<file path="src/rtl/player_move_ctrl_pkg.sv">
// Shared tile codes, direction encodings, grid defaults and FSM encodings for the player movement block.
// Pure declarations: no latency and no flow control.
package game_pkg;

  localparam int MAP_W_DEF = 20;
  localparam int MAP_H_DEF = 10;

  localparam logic [2:0] MAP_ROAD0  = 3'b000;
  localparam logic [2:0] MAP_ROAD1  = 3'b001;
  localparam logic [2:0] MAP_WALL   = 3'b010;
  localparam logic [2:0] MAP_STAIRS = 3'b011;

  localparam logic [1:0] DIR_UP    = 2'b00;
  localparam logic [1:0] DIR_DOWN  = 2'b01;
  localparam logic [1:0] DIR_LEFT  = 2'b10;
  localparam logic [1:0] DIR_RIGHT = 2'b11;

  localparam logic [1:0] ST_IDLE  = 2'd0;
  localparam logic [1:0] ST_QUERY = 2'd1;
  localparam logic [1:0] ST_COOL  = 2'd2;

  typedef struct packed {
    logic [5:0] x;
    logic [5:0] y;
  } coord_t;

  // Codes 1xx are undefined and behave as wall.
  function automatic logic tile_walkable(input logic [2:0] tile);
    return (tile == MAP_ROAD0) || (tile == MAP_ROAD1) || (tile == MAP_STAIRS);
  endfunction

endpackage

</file>
<file path="src/rtl/player_move_ctrl_if.sv">
// Direction request handshake plus the map store's x/y read port, grouped for the mover.
// master = requester/map side, slave = player_move_ctrl; map_tile answers map_x/map_y combinationally.
interface player_move_ctrl_if;

  logic       dir_valid;
  logic [1:0] dir;
  logic       dir_ready;
  logic [5:0] map_x;
  logic [5:0] map_y;
  logic [2:0] map_tile;

  modport master (
    output dir_valid,
    output dir,
    output map_tile,
    input  dir_ready,
    input  map_x,
    input  map_y
  );

  modport slave (
    input  dir_valid,
    input  dir,
    input  map_tile,
    output dir_ready,
    output map_x,
    output map_y
  );

endinterface

</file>
<file path="src/rtl/player_move_ctrl_cooldown.sv">
// Loadable down-counter for the post-move idle window; done is high once one cycle remains (or none).
// No flow control; clr (respawn) has priority over load.
module move_cooldown_timer #(
  parameter int COOLDOWN = 4
) (
  input  logic clk,
  input  logic rst,
  input  logic load,
  input  logic dec,
  input  logic clr,
  output logic done
);

  localparam int CW = (COOLDOWN < 2) ? 1 : $clog2(COOLDOWN + 1);
  localparam logic [CW-1:0] LOAD_VAL = CW'(COOLDOWN);

  logic [CW-1:0] cnt_q, cnt_d;

  always_comb begin
    cnt_d = cnt_q;
    if (clr) begin
      cnt_d = '0;
    end else if (load) begin
      cnt_d = LOAD_VAL;
    end else if (dec && (cnt_q != '0)) begin
      cnt_d = cnt_q - CW'(1);
    end
  end

  always_ff @(posedge clk or posedge rst) begin
    if (rst) begin
      cnt_q <= '0;
    end else begin
      cnt_q <= cnt_d;
    end
  end

  // With COOLDOWN=0 the count never leaves zero, so done is permanently high.
  assign done = (cnt_q <= CW'(1));

endmodule

</file>
<file path="src/rtl/player_move_ctrl.sv">
// Grid mover: accepts a one-step request, queries the target tile, commits/rejects (result at N+2, edge bump at N+1).
// dir_ready only in IDLE without respawn; requests while busy are dropped, not queued.
module player_move_ctrl
  import game_pkg::*;
#(
  parameter int MAP_W    = MAP_W_DEF,
  parameter int MAP_H    = MAP_H_DEF,
  parameter int START_X  = 1,
  parameter int START_Y  = 1,
  parameter int COOLDOWN = 4,
  parameter int STEP_W   = 16
) (
  input  logic              clk,
  input  logic              rst,
  player_move_ctrl_if.slave mv,
  input  logic              respawn,
  output logic [5:0]        pos_x,
  output logic [5:0]        pos_y,
  output logic [STEP_W-1:0] step_count,
  output logic              bump,
  output logic              on_stairs,
  output logic              busy
);

  localparam coord_t     START    = coord_t'({6'(START_X), 6'(START_Y)});
  localparam logic [5:0] X_MAX    = 6'(MAP_W - 1);
  localparam logic [5:0] Y_MAX    = 6'(MAP_H - 1);
  localparam logic [1:0] ST_AFTER = (COOLDOWN == 0) ? ST_IDLE : ST_COOL;

  logic [1:0]        state_q, state_d;
  coord_t            pos_q, pos_d;
  coord_t            map_q, map_d;
  logic [STEP_W-1:0] step_q, step_d;
  logic              bump_q, bump_d;
  logic              stairs_q, stairs_d;

  coord_t tgt;
  logic   oob;
  logic   dir_ready;
  logic   accept;
  logic   tmr_load;
  logic   tmr_dec;
  logic   tmr_done;

  assign dir_ready = (state_q == ST_IDLE) && !respawn;
  assign accept    = mv.dir_valid && dir_ready;

  always_comb begin
    tgt = pos_q;
    oob = 1'b0;
    case (mv.dir)
      DIR_UP: begin
        oob   = (pos_q.y == 6'd0);
        tgt.y = pos_q.y - 6'd1;
      end
      DIR_DOWN: begin
        oob   = (pos_q.y >= Y_MAX);
        tgt.y = pos_q.y + 6'd1;
      end
      DIR_LEFT: begin
        oob   = (pos_q.x == 6'd0);
        tgt.x = pos_q.x - 6'd1;
      end
      default: begin
        oob   = (pos_q.x >= X_MAX);
        tgt.x = pos_q.x + 6'd1;
      end
    endcase
  end

  always_comb begin
    state_d  = state_q;
    pos_d    = pos_q;
    map_d    = map_q;
    step_d   = step_q;
    bump_d   = 1'b0;
    stairs_d = 1'b0;
    tmr_load = 1'b0;
    tmr_dec  = 1'b0;
    // Respawn discards any in-flight query; the step counter is kept across levels.
    if (respawn) begin
      state_d = ST_IDLE;
      pos_d   = START;
      map_d   = START;
    end else begin
      case (state_q)
        ST_IDLE: begin
          if (accept) begin
            if (oob) begin
              bump_d   = 1'b1;
              state_d  = ST_AFTER;
              tmr_load = 1'b1;
            end else begin
              map_d   = tgt;
              state_d = ST_QUERY;
            end
          end
        end
        ST_QUERY: begin
          // map_q still holds the target while the tile is sampled.
          if (tile_walkable(mv.map_tile)) begin
            pos_d    = map_q;
            stairs_d = (mv.map_tile == MAP_STAIRS);
            if (step_q != '1) begin
              step_d = step_q + STEP_W'(1);
            end
          end else begin
            map_d  = pos_q;
            bump_d = 1'b1;
          end
          state_d  = ST_AFTER;
          tmr_load = 1'b1;
        end
        ST_COOL: begin
          tmr_dec = 1'b1;
          if (tmr_done) begin
            state_d = ST_IDLE;
          end
        end
        default: begin
          state_d = ST_IDLE;
        end
      endcase
    end
  end

  always_ff @(posedge clk or posedge rst) begin
    if (rst) begin
      state_q  <= ST_IDLE;
      pos_q    <= START;
      map_q    <= START;
      step_q   <= '0;
      bump_q   <= 1'b0;
      stairs_q <= 1'b0;
    end else begin
      state_q  <= state_d;
      pos_q    <= pos_d;
      map_q    <= map_d;
      step_q   <= step_d;
      bump_q   <= bump_d;
      stairs_q <= stairs_d;
    end
  end

  move_cooldown_timer #(
    .COOLDOWN (COOLDOWN)
  ) u_cooldown (
    .clk  (clk),
    .rst  (rst),
    .load (tmr_load),
    .dec  (tmr_dec),
    .clr  (respawn),
    .done (tmr_done)
  );

  assign mv.dir_ready = dir_ready;
  assign mv.map_x     = map_q.x;
  assign mv.map_y     = map_q.y;
  assign pos_x        = pos_q.x;
  assign pos_y        = pos_q.y;
  assign step_count   = step_q;
  assign bump         = bump_q;
  assign on_stairs    = stairs_q;
  assign busy         = (state_q != ST_IDLE);

endmodule

</file>
<file path="src/flat_wrapper.sv">
// flat-port wrapper written by rule: the top's interface ports become plain ports
module player_move_ctrl_flat import game_pkg::*;
#(
  parameter int MAP_W    = MAP_W_DEF,
  parameter int MAP_H    = MAP_H_DEF,
  parameter int START_X  = 1,
  parameter int START_Y  = 1,
  parameter int COOLDOWN = 4,
  parameter int STEP_W   = 16
)
  (clk, rst, respawn, pos_x, pos_y, step_count, bump, on_stairs, busy, mv_dir_valid, mv_dir, mv_map_tile, mv_dir_ready, mv_map_x, mv_map_y);
  player_move_ctrl_if mv_i ();
  input  logic clk;
  input  logic rst;
  input  logic respawn;
  output logic [5:0] pos_x;
  output logic [5:0] pos_y;
  output logic [STEP_W-1:0] step_count;
  output logic bump;
  output logic on_stairs;
  output logic busy;
  input wire logic [$bits(mv_i.dir_valid)-1:0] mv_dir_valid;
  input wire logic [$bits(mv_i.dir)-1:0] mv_dir;
  input wire logic [$bits(mv_i.map_tile)-1:0] mv_map_tile;
  output wire logic [$bits(mv_i.dir_ready)-1:0] mv_dir_ready;
  output wire logic [$bits(mv_i.map_x)-1:0] mv_map_x;
  output wire logic [$bits(mv_i.map_y)-1:0] mv_map_y;
  assign mv_i.dir_valid = mv_dir_valid;
  assign mv_i.dir = mv_dir;
  assign mv_i.map_tile = mv_map_tile;
  assign mv_dir_ready = mv_i.dir_ready;
  assign mv_map_x = mv_i.map_x;
  assign mv_map_y = mv_i.map_y;
  player_move_ctrl #(.MAP_W(MAP_W), .MAP_H(MAP_H), .START_X(START_X), .START_Y(START_Y), .COOLDOWN(COOLDOWN), .STEP_W(STEP_W)) u_core (.clk(clk), .rst(rst), .mv(mv_i), .respawn(respawn), .pos_x(pos_x), .pos_y(pos_y), .step_count(step_count), .bump(bump), .on_stairs(on_stairs), .busy(busy));
endmodule
</file>
<file path="config.mk">
export PLATFORM = sky130hd
export DESIGN_NAME = player_move_ctrl_flat
export DESIGN_NICKNAME = d
export VERILOG_FILES = /design/src/rtl/player_move_ctrl_pkg.sv /design/src/rtl/player_move_ctrl_if.sv /design/src/rtl/player_move_ctrl_cooldown.sv /design/src/rtl/player_move_ctrl.sv /design/src/flat_wrapper.sv
export SDC_FILE = /design/constraint.sdc
export NUM_CORES = 1
export LEC_CHECK = 0
export CAP_MARGIN = 40
export CORE_ASPECT_RATIO = 2
export CORE_MARGIN = 2
export CORE_UTILIZATION = 45
export CTS_CLUSTER_SIZE = 25
export DETAILED_ROUTE_END_ITERATION = 10
export GPL_TIMING_DRIVEN = 0
export PLACE_DENSITY = 0.73
export SYNTH_ARGS = -nofsm -noshare
export SYNTH_HDL_FRONTEND = slang
export SYNTH_HIERARCHICAL = 1
export SYNTH_SLANG_ARGS = --single-unit
</file>
<file path="constraint.sdc">
create_clock -name clk -period 1.95 [get_ports clk]
set_input_delay 0.195 -clock clk [delete_from_list [all_inputs] [get_ports clk]]
set_output_delay 0.195 -clock clk [all_outputs]
set_load 0.005 [all_outputs]
</file>
==> impl_metrics.json, run 1 <==
{
  "power_density_nw_per_um2": 670,
  "ctsHtreeMaxLevel": 2,
  "dp_hpwl_um": 6060,
  "nets": 414,
  "setup_ws_ns": -0.167,
  "ys.flop_type": "dfrtp_1",
  "relSlewSlack": 0.660,
  "routedWlPerCell_um": 19.2,
  "diodes": 0,
  "critPathKind": "flip-flop to flip-flop",
  "synth.distinct_cells": 62,
  "switching_share": 0.277,
  "grt_pass1_wl_um": 14200,
  "fin_crit_ns": 2.12,
  "seq_power_share": 0.397,
  "via_per_inst": 6.05,
  "first_iter_violations": 156,
  "path_max_fanout": 6,
  "area_growth_pct": 50.5,
  "cts_tree": "done",
  "clock_latency_ns": 0.29,
  "worstMarginPinSlew_ns": 0.505,
  "yosysTopAreaCell": "dfrtp_1",
  "cts-root-buf": "clkbuf_16",
  "multi_input_area_um2": 1990,
  "cts.reportedPaths.clkPinSlew_ns": 0.07,
  "drive_above_1_share": 0.332,
  "synth-seq-cells": 47,
  "fillCellCount": 462,
  "rr_startpoint": "u_core/pos_y[2]",
  "rows": 41,
  "violations": "negative setup slack",
  "async_reset_ff_frac": 1.00,
  "start_util": 0.464,
  "fin_skew_ns": 0.00880,
  "dieHeight_um": 118,
  "crit_start": "u_core/pos_y[2]",
  "cts_buffers": 5,
  "die_area_um2": 7160,
  "tns_ns": -1.07,
  "place.gp.congestion": 0.899,
  "crit_arrival_ns": 2.29,
  "synth-warning-count": 6,
  "finalMaxSlewViolations": 0,
  "cp-end-kind": "flip-flop",
  "synth_area_um2": 2910,
  "critPathRequiredTime_ns": 2.13,
  "cts_max_path_buffers": 2,
  "syn_nets": 324,
  "fmax_mhz": 472,
  "grt_max_degree": 34,
  "cts_sinks": 47,
  "hold_path.class": "input pin to asynchronous set/reset pin",
  "hold_viol": 0,
  "portBuffers": 51,
  "drt-pass1-iter-count": 5,
  "min_period_over_period": 1.09,
  "status": "finished, violations left",
  "rsz0062_at_grt": "yes",
  "synth_top_area_frac": 0.370,
  "irDropWorstVdd_mv": 0.608,
  "fp.coreArea_um2": 6260,
  "synthCells": 301,
  "p_switching_mw": 0.811,
  "p_leak_nw": 1.79,
  "seqCellArea_um2": 1190,
  "grt_pass1_vias": 2881,
  "drt_wl_total_um": 9190,
  "combPwrFrac": 0.259,
  "antenna_found_initial": 0,
  "instances_no_fill": 478,
  "via_count": 2892,
  "p_int_mw": 2.12,
  "clockPowerShare": 0.344,
  "placedCellCount": 439,
  "ys_top_cells_by_area": "dfrtp_1 (37%), ha_1 (5.2%), nand2_1 (5.2%)",
  "startpoint_type": "flip-flop",
  "whs_ns": 0.115,
  "postSynthAreaPerCell_um2": 9.66,
  "ios": 53,
  "route.detailed.drc": 0,
  "maxCapViolCount": 0,
  "grt_usage": 0.263,
  "die_w_um": 60.8,
  "power_mw": 2.93,
  "setup_viol": 14,
  "synth-edff-count": 0,
  "yosysSeqAreaShare": 0.406,
  "ant_nets": 0,
  "grt_remaining_overflow": 0
}
## cell families after synthesis
logic type,synth area share
simple gates,0.213
compound gates,0.204
flops,0.406
buf+inv,0.0344
xor+xnor,0.0542
fa+ha+maj,0.0654
mux,0.0224
## worst paths after layout
path	end	slack (ns)	cells past startpoint
max in group asynchronous	u_core/pos_y[0]	1.23	3
hold reg to reg	u_core/step_count[10]	0.51	1
setup reg to reg	u_core/mv.map_x[4]	-0.17	5
setup / recovery	u_core/mv.map_x[4]	-0.17	5
hold / removal	u_core/u_cooldown/cnt_q[0]	0.11	2
min in group clk	u_core/u_cooldown/cnt_q[2]	0.35	2
## what timing repair did
item,4_1_cts,5_1_grt
endpoints found under the setup margin,39,40
hold buffers,0,0
pin swaps,20,22
setup buffers,27,8
resized for setup,62,36
## critical path: stages, from the launching register on
cell	delay [ns]
dfrtp_2	0.46
o31a_1	0.34
o41ai_4	0.33
a311oi_4	0.21
nor2_4	0.30
mux2_2	0.37
## layout by cell type (no fill, tap or decap), types with 8 or more instances in the layout
cell type / count
clkdlybuf4s50_1: 49
dfrtp_1: 33
buf_4: 28
xnor2_1: 13
nand2_1: 38
a21oi_1: 20
nand4_1: 9
inv_1: 8
o21ai_0: 8
dfrtp_2: 10
nor2_1: 11
## cell usage after synthesis (3+ instances only)
master / n
a211o_1: 5
a21o_1: 3
a21oi_1: 23
a2bb2oi_1: 3
clkbuf_1: 6
dfrtp_1: 43
dfstp_2: 4
ha_1: 12
inv_1: 11
mux2_2: 4
nand2_1: 40
nand3_1: 8
nand4_1: 9
nor2_1: 13
nor3_1: 6
nor3_2: 3
nor4_1: 5
o21a_1: 3
o21ai_0: 11
o311ai_0: 3
o31ai_1: 3
or2_2: 4
or3_1: 7
xnor2_1: 14
xor2_1: 4
## cell type report
cell class	instances	area share
Buffer	9	0.0160
Clock buffer	6	0.0318
Clock inverter	2	0.00887
Inverter	12	0.0109
Multi-Input combinational cell	232	0.456
Sequential cell	47	0.273
Tap cell	86	0.0246
Timing Repair Buffer	84	0.179
## per-stage QoR
| step | utilization | worst slack [ns] | instance area [um^2] |
|---|---|---|---|
| floorplan | - | 0.00102 | 2920 |
| global placement | 0.566 | -0.973 | 3540 |
| detailed placement | 0.569 | -0.924 | 3560 |
| CTS | 0.672 | -0.117 | 4200 |
| global route | 0.699 | -0.216 | 4370 |
| finish | 0.699 | -0.167 | 4370 |
## sequential cells by signal, indices dropped and copies added, names as in the netlist
signal	count
u_core/step_count	16
u_core/mv.map_x	6
u_core/mv.map_y	6
u_core/pos_x	6
u_core/pos_y	6
u_core/u_cooldown/cnt_q	3
u_core/state_q	2
u_core/bump	1
u_core/on_stairs	1
## power by group through the flow
stage / clock [mW] / sequential, mW / combinational, mW
floorplan: 0 / 1.16 / 0.308
global placement: 0 / 1.17 / 0.563
detailed placement: 0 / 1.18 / 0.585
CTS: 1.03 / 1.16 / 0.699
global route: 1.08 / 1.18 / 0.812
finish: 1.01 / 1.16 / 0.760
## routing by layer
metal / track usage / up-vias / wire length [um]
li1: - / 1298 / -
met1: 0.274 / 1409 / 3030
met2: 0.471 / 141 / 5100
met3: 0.0429 / 44 / 472
met4: 0.133 / 0 / 594
met5: 0 / - / 0
Power figures use the tool's default switching activity.
==> run 2: changes to the inputs <==
--- a/config.mk
+++ b/config.mk
@@ -9,8 +9,10 @@
 export CORE_ASPECT_RATIO = 2
 export CORE_MARGIN = 2
 export CORE_UTILIZATION = 45
+export CTS_BUF_LIST = sky130_fd_sc_hd__clkbuf_8
 export CTS_CLUSTER_SIZE = 25
 export DETAILED_ROUTE_END_ITERATION = 10
+export GPL_ROUTABILITY_DRIVEN = 0
 export GPL_TIMING_DRIVEN = 0
 export PLACE_DENSITY = 0.73
 export SYNTH_ARGS = -nofsm -noshare
==> run 2 against run 1 <==
  * The flow still finishes with violations (negative setup slack)
  * Sequential power is essentially flat
  * Hold slack lost 0.020 ns
  * Non-clock buffer count grew 3
  * Critical path depth grew 2
  * Clock-buffer cell count is the same
  * Wire length grew 3.2%
  * Worst setup slack gained 0.019 ns
  * Cell area is essentially flat
  * Core utilization is essentially flat
  * Critical path type unchanged
  * Critical endpoint is now u_core/mv.map_x[3]
==> impl_metrics.json, run 2 (same netlist as run 1, synthesis figures left out) <==
{
  "status": "finished, violations left",
  "violations": "negative setup slack",
  "cp_cell_sequence": "o31a_1 > o41ai_4 > buf_4 > a311oi_4 > buf_6 > nor2_4 > mux2_4",
  "area_growth_pct": 50.6,
  "dieHeight_um": 118,
  "grt_pass1_vias": 2859,
  "ios": 53,
  "r2r_setup_slack_ns": -0.15,
  "die_w_um": 60.8,
  "cts-root-buf": "clkbuf_8",
  "hold_path.class": "input pin to asynchronous set/reset pin",
  "route.detailed.drc": 0,
  "worstMarginPinSlew_ns": 0.509,
  "cp_slowest_cell": "dfrtp_2",
  "fmax_mhz": 477,
  "p_leak_nw": 1.79,
  "cts_buffers": 5,
  "fp.coreArea_um2": 6260,
  "power_mw": 2.71,
  "dp_hpwl_um": 6060,
  "reg2reg_depth": 7,
  "portBuffers": 51,
  "max_stage_delay_ns": 0.47,
  "power_density_nw_per_um2": 619,
  "p_switching_mw": 0.807,
  "first_iter_violations": 173,
  "mostFrequentLayoutCell": "clkdlybuf4s50_1",
  "cts_tree": "done",
  "grt_usage": 0.258,
  "cts_max_path_buffers": 2,
  "via_count": 2876,
  "grt_max_degree": 34,
  "final_core_util": 0.699,
  "p_int_mw": 1.90,
  "path_max_fanout": 6,
  "clock_latency_ns": 0.30,
  "irDropWorstVdd_mv": 0.424,
  "ctsHtreeMaxLevel": 2,
  "postCtsHoldBufs": 0,
  "min_period_over_period": 1.08,
  "drt_wl_total_um": 9480,
  "nets": 417,
  "drt-pass1-iter-count": 4,
  "grt_remaining_overflow": 0,
  "hold_viol": 0,
  "crit_arrival_ns": 2.29,
  "final_cell_mix": "clkdlybuf4s50_1 (49), nand2_1 (38), dfrtp_1 (33), buf_4 (30), a21oi_1 (20)",
  "drive_above_1_share": 0.327,
  "grt_pass1_wl_um": 13900,
  "rsz0062_at_grt": "yes",
  "rows": 41,
  "die_area_um2": 7160,
  "routedWlPerCell_um": 19.7,
  "diodes": 0,
  "switching_share": 0.298,
  "fin_crit_ns": 2.10,
  "critPathRequiredTime_ns": 2.15,
  "fin_skew_ns": 0.00500,
  "via_per_inst": 5.98,
  "maxCapViolCount": 0,
  "cts.reportedPaths.clkPinSlew_ns": 0.09,
  "setup_viol": 15,
  "critPathKind": "flip-flop to flip-flop",
  "largest_reg_flops": 16,
  "setup_ws_ns": -0.147,
  "ant_nets": 0,
  "antenna_found_initial": 0,
  "start_util": 0.464,
  "clockPowerShare": 0.284,
  "finalMaxSlewViolations": 0,
  "startpoint_type": "flip-flop",
  "cts_sinks": 47,
  "seq_power_share": 0.429,
  "combPwrFrac": 0.287,
  "relSlewSlack": 0.655,
  "cp-end-kind": "flip-flop"
}
run 2: layout make-up:
type                    instances  area, um^2
multi-input cells             232        2010
fillers                       468        1880
flip-flops and latches         47        1190
repair buffers                 87         825
well taps                      86         108
clock buffers                   6        82.6
plain buffers                   9        73.8
inverters                      12        47.5
clock inverters                 2        38.8
run 2: timing repair:
action	4_1_cts	5_1_grt
pin swaps	23	25
resized for setup	57	42
endpoints found under the setup margin	39	42
setup buffers	22	14
run 2: power groups by stage:
stage / logic (mW) / clock network [mW] / registers, mW
floorplan: 0.308 / 0 / 1.16
global placement: 0.563 / 0 / 1.17
detailed placement: 0.585 / 0 / 1.18
CTS: 0.677 / 0.779 / 1.16
global route: 0.826 / 0.828 / 1.18
finish: 0.777 / 0.768 / 1.16
run 2: worst max-delay path, delay by kind of cell (launching register included):
family	cells	cell delay, ns
buf+inv	2	0.34
mux	1	0.33
simple gates	1	0.22
compound gates	3	0.63
flops	1	0.47
run 2: path summary, 6_finish.rpt:
check | from | endpoint
setup / recovery | u_core/pos_y[2] | u_core/mv.map_x[3]
max in group asynchronous | rst | u_core/mv.map_y[0]
setup reg to reg | u_core/pos_y[2] | u_core/mv.map_x[3]
hold reg to reg | u_core/step_count[10] | u_core/step_count[10]
hold / removal | rst | u_core/u_cooldown/cnt_q[1]
min in group clk | respawn | u_core/u_cooldown/cnt_q[2]
run 2: stage by stage:
step	setup slack, ns	TNS (ns)	std cells	hold WS [ns]	cell area, um^2
6_report	-0.147	-1.48	481	0.0942	4380
3_5_place_dp	-0.924	-17.92	439	0.429	3560
4_1_cts	-0.159	-0.714	469	0.0906	4070
3_3_place_gp	-0.973	-23.91	438	0.400	3540
5_1_grt	-0.198	-2.13	481	0.118	4380
2_1_floorplan	0.00102	0	301	-0.0514	2920
run 2: routing by layer:
metal / global-route usage / up-vias / wire (um) / part of all wire
met5: 0 / - / 0 / 0
met4: 0.173 / 0 / 729 / 0.077
met3: 0.0363 / 41 / 418 / 0.044
met2: 0.456 / 137 / 5190 / 0.55
met1: 0.258 / 1396 / 3150 / 0.33
li1: - / 1302 / - / -
